### src/rtl/tick_period_meter_if.sv
// Result channel of tick_period_meter: a held period measurement offered under
// valid/ready, plus the pulse that reports a result lost to back-pressure.
interface tick_period_meter_if #(
   parameter int COUNT_WIDTH = 16
);
   logic [COUNT_WIDTH-1:0] period;
   logic                   period_overflow;
   logic                   period_valid;
   logic                   period_ready;
   logic                   dropped;

   modport master (
      output period,
      output period_overflow,
      output period_valid,
      output dropped,
      input  period_ready
   );

   modport slave (
      input  period,
      input  period_overflow,
      input  period_valid,
      input  dropped,
      output period_ready
   );
endinterface

### src/rtl/tick_period_meter.sv
// Measures the clk-cycle spacing between rising edges of tick_in and hands each
// result to the consumer through a valid/ready holding register.
module tick_period_meter #(
   parameter int COUNT_WIDTH = 16,
   parameter int SYNC_STAGES = 2
) (
   input  logic                clk,
   input  logic                clr,
   input  logic                tick_in,
   input  logic                enable,
   tick_period_meter_if.master res
);
   typedef enum logic [1:0] {IDLE, ARMED, MEASURING} state_t;

   localparam logic [COUNT_WIDTH-1:0] COUNT_MAX = '1;

   state_t                 state;
   logic [SYNC_STAGES-1:0] sync_q;
   logic                   history_q;
   logic                   synced;
   logic                   tick_edge;
   logic                   result_fire;
   logic [COUNT_WIDTH-1:0] count_q;
   logic [COUNT_WIDTH-1:0] period_q;
   logic                   overflow_q;
   logic                   valid_q;
   logic                   dropped_q;

   always_ff @(posedge clk or negedge clr) begin
      if (!clr) begin
         sync_q    <= '0;
         history_q <= 1'b0;
      end else begin
         sync_q[0] <= tick_in;
         for (int i = 1; i < SYNC_STAGES; i++) begin
            sync_q[i] <= sync_q[i-1];
         end
         history_q <= synced;
      end
   end

   assign synced      = sync_q[SYNC_STAGES-1];
   assign tick_edge   = synced & ~history_q;
   // An edge arriving while enable falls is deliberately not turned into a result.
   assign result_fire = (state == MEASURING) && enable && tick_edge;

   always_ff @(posedge clk or negedge clr) begin
      if (!clr) begin
         state      <= IDLE;
         count_q    <= '0;
         period_q   <= '0;
         overflow_q <= 1'b0;
         valid_q    <= 1'b0;
         dropped_q  <= 1'b0;
      end else begin
         dropped_q <= 1'b0;

         case (state)
            IDLE: begin
               count_q <= '0;
               if (enable) begin
                  state <= ARMED;
               end
            end
            ARMED: begin
               if (!enable) begin
                  state   <= IDLE;
                  count_q <= '0;
               end else if (tick_edge) begin
                  state   <= MEASURING;
                  count_q <= COUNT_WIDTH'(1);
               end
            end
            MEASURING: begin
               if (!enable) begin
                  state   <= IDLE;
                  count_q <= '0;
               end else if (tick_edge) begin
                  count_q <= COUNT_WIDTH'(1);
               end else if (count_q != COUNT_MAX) begin
                  count_q <= count_q + COUNT_WIDTH'(1);
               end
            end
            default: begin
               state   <= IDLE;
               count_q <= '0;
            end
         endcase

         // A pending result that nobody is taking this cycle wins over the new one.
         if (result_fire) begin
            if (valid_q && !res.period_ready) begin
               dropped_q <= 1'b1;
            end else begin
               period_q   <= count_q;
               overflow_q <= (count_q == COUNT_MAX);
               valid_q    <= 1'b1;
            end
         end else if (valid_q && res.period_ready) begin
            valid_q <= 1'b0;
         end
      end
   end

   assign res.period          = period_q;
   assign res.period_overflow = overflow_q;
   assign res.period_valid    = valid_q;
   assign res.dropped         = dropped_q;
endmodule

### src/flat_wrapper.sv
// flat-port wrapper written by rule: the top's interface ports become plain ports
module tick_period_meter_flat 
#(
   parameter int COUNT_WIDTH = 16,
   parameter int SYNC_STAGES = 2
)
  (clk, clr, tick_in, enable, res_period, res_period_overflow, res_period_valid, res_dropped, res_period_ready);
  tick_period_meter_if #(.COUNT_WIDTH(COUNT_WIDTH)) res_i ();
  input  logic clk;
  input  logic clr;
  input  logic tick_in;
  input  logic enable;
  output wire logic [$bits(res_i.period)-1:0] res_period;
  output wire logic [$bits(res_i.period_overflow)-1:0] res_period_overflow;
  output wire logic [$bits(res_i.period_valid)-1:0] res_period_valid;
  output wire logic [$bits(res_i.dropped)-1:0] res_dropped;
  input wire logic [$bits(res_i.period_ready)-1:0] res_period_ready;
  assign res_period = res_i.period;
  assign res_period_overflow = res_i.period_overflow;
  assign res_period_valid = res_i.period_valid;
  assign res_dropped = res_i.dropped;
  assign res_i.period_ready = res_period_ready;
  tick_period_meter #(.COUNT_WIDTH(COUNT_WIDTH), .SYNC_STAGES(SYNC_STAGES)) u_core (.clk(clk), .clr(clr), .tick_in(tick_in), .enable(enable), .res(res_i));
endmodule
### config.mk
export PLATFORM = sky130hd
export DESIGN_NAME = tick_period_meter_flat
export DESIGN_NICKNAME = d
export VERILOG_FILES = /design/src/rtl/tick_period_meter_if.sv /design/src/rtl/tick_period_meter.sv /design/src/flat_wrapper.sv
export SDC_FILE = /design/constraint.sdc
export NUM_CORES = 1
export LEC_CHECK = 0
export CAP_MARGIN = 15
export CORE_ASPECT_RATIO = 2
export CORE_MARGIN = 10
export CORE_UTILIZATION = 55
export DETAILED_ROUTE_END_ITERATION = 12
export GPL_TIMING_DRIVEN = 0
export PLACE_DENSITY_LB_ADDON = 0.3
export SLEW_MARGIN = 40
export SYNTH_ARGS = -nofsm -noshare
export SYNTH_HDL_FRONTEND = slang
export SYNTH_SLANG_ARGS = --single-unit
### constraint.sdc
create_clock -name clk -period 2.4 [get_ports clk]
set_input_delay 0.24 -clock clk [delete_from_list [all_inputs] [get_ports clk]]
set_output_delay 0.24 -clock clk [all_outputs]
set_load 0.05 [all_outputs]
## Word level (Yosys, flattened, before mapping)

Index checks and enable logic that the tools add are counted.

| storage, ports and cells | value |
|---|---|
| flip-flop bits (word level) | 40 |
| input bits | 5 |
| output and inout bits | 19 |
| word-level logic and storage cells | 48 |

| cells by class | value |
|---|---|
| add/subtract/negate cells | 1 |
| equality and inequality tests | 9 |
| multiplexer cells | 16 |
| bitwise operators | 3 |
| reduce and logical (&&, ||, !) cells | 11 |

Operator list:

| kind | count |
|---|---|
| 16-bit 2-to-1 mux | 5 |
| 16-bit one-hot mux with 2 select lines | 1 |
| 16-bit by 1-bit adder with 16-bit output, second input constant | 1 |
| 16-bit equality test, second input constant | 1 |
| 16-bit != test, second input constant | 1 |
| 2-bit 2-to-1 mux | 4 |
| 2-bit != test, second input constant | 3 |
| 2-bit one-hot mux with 3 select lines | 1 |
| 2-bit AND reduction | 3 |
| 1-bit 2-to-1 mux | 5 |
| 1-bit logical AND | 4 |
| 4-bit by 3-bit != test with 1-bit output, second input constant | 1 |
| 3-bit by 2-bit != test with 1-bit output, second input constant | 1 |
| 3-bit AND reduction | 1 |
| 2-bit by 1-bit equality test with 1-bit output, second input constant | 1 |
| 2-bit equality test, second input constant | 1 |
| 2-bit logical NOT | 1 |
| 1-bit NOT | 2 |
| 2-bit nonzero test | 1 |
| 1-bit AND | 1 |
| 1-bit logical NOT | 1 |

## Depth between registers and ports, before layout

| depth | value |
|---|---|
| depth in word-level cells | 5 |
| gate-level depth with buffers | 8 |
| mapped depth without buffers | 6 |

## Worst setup path after synthesis

Ideal clock, no wire load.

| timing path | value |
|---|---|
| path type | register to register |
| from | register u_core.count_q[0] |
| to | register u_core.count_q[2] |
| setup time | 0.136 ns |
| data arrival time | 1.693 ns |
| required time | 2.264 ns |
| slack | 0.571 ns |
| cell stages (with the launch flop) | 7 |
| path buffers | 1 |
| period minus slack after synthesis | 1.829 ns |
| cell sequence | dfrtp_1 > ha_1 > nand4_4 > or4_4 > buf_6 > a31oi_1 > a31oi_1 |

| between the ends | value |
|---|---|
| longest elaborated chain between the ends | 5 |
| elaborated cells between the ends (all ways) | 8 |
| classes of those cells | add/sub: 1; eq/ne: 2; mux: 4; reduce/logical: 1 |

RTL lines:

| element | line | source |
|---|---|---|
| start, declared | tick_period_meter.sv:23 | `logic [COUNT_WIDTH-1:0] count_q;` |
| start signal, assigned | tick_period_meter.sv:81 | `count_q <= count_q + COUNT_WIDTH'(1);` |
| 16-bit by 1-bit adder with 16-bit output | tick_period_meter.sv:81 |  |
| 16-bit 2-to-1 mux | tick_period_meter.sv:80 | `end else if (count_q != COUNT_MAX) begin` |
| 16-bit 2-to-1 mux | tick_period_meter.sv:78 | `end else if (tick_edge) begin` |
| 16-bit 2-to-1 mux | tick_period_meter.sv:75 | `if (!enable) begin` |
| 16-bit one-hot mux with 2 select lines | tick_period_meter.sv:58 | `case (state)` |

Parallel ways exist; a longest one is shown, timed or not. The select of a mux whose other input is x is not followed.
A chain may end at the register's enable or synchronous reset.

## Final worst setup path

| timing path | value |
|---|---|
| from | register u_core.state[0] |
| to | register u_core.count_q[9] |

| between the ends | value |
|---|---|
| longest elaborated chain between the ends | 3 |
| elaborated cells between the ends (all ways) | 6 |
| classes of those cells | eq/ne: 4; mux: 1; reduce/logical: 1 |

RTL lines:

| element | line | source |
|---|---|---|
| start, declared | tick_period_meter.sv:17 | `state_t state;` |
| start signal, assigned | tick_period_meter.sv:49 | `state <= IDLE;` |
| start signal, assigned | tick_period_meter.sv:62 | `state <= ARMED;` |
| start signal, assigned | tick_period_meter.sv:67 | `state <= IDLE;` |
| 2-bit equality test or 2-bit by 1-bit equality test with 1-bit output (tied branches) | tick_period_meter.sv:58 |  |
| 4-bit by 3-bit != test with 1-bit output (no line) or 3-bit by 2-bit != test with 1-bit output (tied branches) | - |  |
| 2-bit AND reduction (no line) | - |  |

Parallel ways exist; a longest one is shown, timed or not.

==> impl_metrics.json <==
{
  "tns_ns": 0,
  "ys_seq_elements": 40,
  "final_cell_mix": "dfrtp_1 (40), clkdlybuf4s50_1 (22), a31oi_1 (17), mux2_1 (17), nand2_1 (13)",
  "drtIter0Drc": 80,
  "rsz0062_at_grt": "false",
  "ys.flop_type": "dfrtp_1",
  "grt_pass1_vias": 1627,
  "hold_depth": 0,
  "cap_viol_max_count": 0,
  "io_pins": 24,
  "port_buffers": 23,
  "r2r_end": "u_core.count_q[9]$_DFFE_PN0P_",
  "synth_edf_count": 0,
  "overflow": 0,
  "fmax_mhz": 457,
  "fin_crit_sh_pct": 91.2,
  "tightest_slew_ns": 0.646,
  "busiest_layer": "met2",
  "route.detailed.drc": 0,
  "hpwl_um": 3450,
  "core_sq_um": 3570,
  "n_antenna_cell": 0,
  "syn_inst": 184,
  "ys_async_sr_fraction_pct": 100,
  "hold_class": "flop to flop",
  "start_kind": "flop",
  "grt_max_degree": 41,
  "cts_sinks": 40,
  "grt_pass1_wl_um": 7910,
  "grt.met1_usage_pct": 14.3,
  "cp.arrival_ns": 2.41,
  "cp_max_fo": 10,
  "postCtsSetupRepairBufs": 0,
  "status": "finished clean",
  "cts_root_buffer": "clkbuf_8",
  "h-tree-depth": 2,
  "powerDensity_nw_per_um2": 675,
  "reg2reg_slack_ns": 0.21,
  "fin_skew_ns": 0.00652,
  "antenna_found_initial": 0,
  "finalMaxSlewViolations": 0,
  "min_period_ns": 2.19,
  "worstPathRequired_ns": 2.62,
  "viasPerCell": 6.20,
  "setup_viol": 0,
  "path_clk_slew_ns": 0.08,
  "synth-seq-area-share_pct": 49.7,
  "start_util_pct": 56.5,
  "ff2ff_path_depth": 7,
  "layout_commonest_cell": "dfrtp_1",
  "holdWs_ns": 0.352,
  "layout-drive-gt1-share_pct": 13.0,
  "fin_nets": 224,
  "design.die.area_sq_um": 6630,
  "grtUsageMet3_pct": 4.45,
  "gr-usage-all-layers_pct": 14.6,
  "routed_wirelength_um": 4790,
  "grtUsageMet2_pct": 26.4,
  "die_h_um": 106,
  "yosysWarnings": 0,
  "synth_fp_nets": 193,
  "synth_cell_types": 46,
  "crit_type": "flop to flop",
  "ant_nets": 0,
  "gp_congestion": 0.837,
  "leakage_nw": 1.08,
  "seqCellArea_sq_um": 1000,
  "dieWidth_um": 62.8,
  "syn-mean-instance-area_sq_um": 11.0,
  "numCtsBuffers": 5,
  "critPathCaptureType": "flop",
  "min_to": "u_core.sync_q[1]$_DFF_PN0_",
  "rows": 31,
  "synth.cell_area_sq_um": 2020,
  "hold_viol": 0,
  "cts_buffer_depth": 2,
  "wire_per_inst_um": 18.1,
  "hold_start": "u_core.sync_q[0]$_DFF_PN0_",
  "fillCellCount": 290,
  "clk_latency_ns": 0.30,
  "cts_tree": "yes",
  "area_delta_synth_final_pct": 21.4,
  "dr.pass1.iters": 4,
  "crit-reg2reg-launch": "u_core.state[0]$_DFFE_PN0P_",
  "peakVddDrop_uv": 574,
  "maxSlewHeadroom_pct": 56.8,
  "multi_input_area_sq_um": 917,
  "vias": 1642
}
## where the power goes
part | switching [W] | total [W] | leakage [nW] | internal, W
logic | 0.000195 | 0.000310 | 0.470 | 0.000115
clock network | 0.000237 | 0.000603 | 0.0645 | 0.000367
registers | 0.0000317 | 0.000737 | 0.549 | 0.000706
total | 0.000464 | 0.00165 | 1.08 | 0.00119
## layer usage
layer  vias up  wire length [um]
li1        752                 -
met1       819              1730
met2        56              2680
met3        15               268
met4         0               114
met5         -                 0
## timing repair
action	CTS	global route
endpoints found under the hold margin	40	0
resized for setup	0	3
hold buffers	1	0
endpoints found under the setup margin	0	10
## sequential cells by signal, summed over array words and instances (netlist names)
name and count:
u_core.count_q 16, u_core.history_q 1, u_core.res.dropped 1, u_core.res.period 16, u_core.res.period_overflow 1, u_core.res.period_valid 1, u_core.state 2, u_core.sync_q 2
## synthesized netlist by cell type, types with 2 or more instances
cell	n	area share, %
nand2b_1	2	0.62
nand4_1	6	1.9
o21ai_0	8	2.0
o221ai_1	2	0.87
dfrtp_1	40	50
and3_1	4	1.2
nor4_2	2	1.2
clkbuf_1	3	0.56
mux2_1	17	9.5
nor3_1	5	1.2
nand2_1	13	2.4
or3_1	4	1.2
nor2_1	5	0.93
o211ai_1	2	0.74
nand3_1	3	0.74
ha_1	4	2.5
inv_1	11	2.0
nor2b_1	3	0.93
mux2i_1	3	1.5
buf_6	2	1.1
a31oi_1	17	5.3
buf_2	4	0.99
## final cells by class
cell class | instances | area share [%]
flip-flops and latches | 40 | 40.9
well taps | 49 | 2.51
clock inverters | 1 | 1.23
plain buffers | 10 | 2.56
multi-input cells | 123 | 37.5
clock buffers | 7 | 3.94
inverters | 11 | 1.69
repair buffers | 24 | 9.71
## per-stage QoR
step / area (sq um) / cells / utilization [%] / power (W) / setup slack, ns
after global routing: 2450 / 265 / 68.6 / 0.00173 / 0.0559
after floorplan: 2020 / 184 / - / 0.000956 / 0.571
after detailed placement: 2300 / 256 / 64.6 / 0.00105 / 0.0278
after CTS: 2440 / 265 / 68.4 / 0.00165 / 0.00400
final: 2450 / 265 / 68.6 / 0.00165 / 0.212
after global placement: 2310 / 256 / 64.7 / 0.00102 / 0.149
## critical path, stage by stage (launching register included)
cell and delay, ns:
dfrtp_1 0.41, inv_1 0.10, ha_1 0.14, buf_2 0.17, nand3_1 0.24, nor2_1 0.58, o21ai_0 0.22, a31oi_1 0.24
## logic make-up after synthesis
logic type      synth area share [%]
buf+inv                         5.09
fa+ha+maj                       2.48
simple gates                    17.9
flops                           49.7
compound gates                  13.8
mux                             11.0
## how the worst max path moves through the flow
stage	startpoint	end	slack, ns
detailed placement	enable	u_core.count_q[7]$_DFFE_PN0P_	0.03
floorplan	u_core.count_q[0]$_DFFE_PN0P_	u_core.count_q[2]$_DFFE_PN0P_	0.57
CTS	u_core.state[0]$_DFFE_PN0P_	u_core.count_q[9]$_DFFE_PN0P_	0.004
global placement	enable	u_core.count_q[3]$_DFFE_PN0P_	0.15
finish	u_core.state[0]$_DFFE_PN0P_	u_core.count_q[9]$_DFFE_PN0P_	0.21
global route	u_core.state[0]$_DFFE_PN0P_	u_core.count_q[7]$_DFFE_PN0P_	0.06
(Power assumes the default switching activity.)
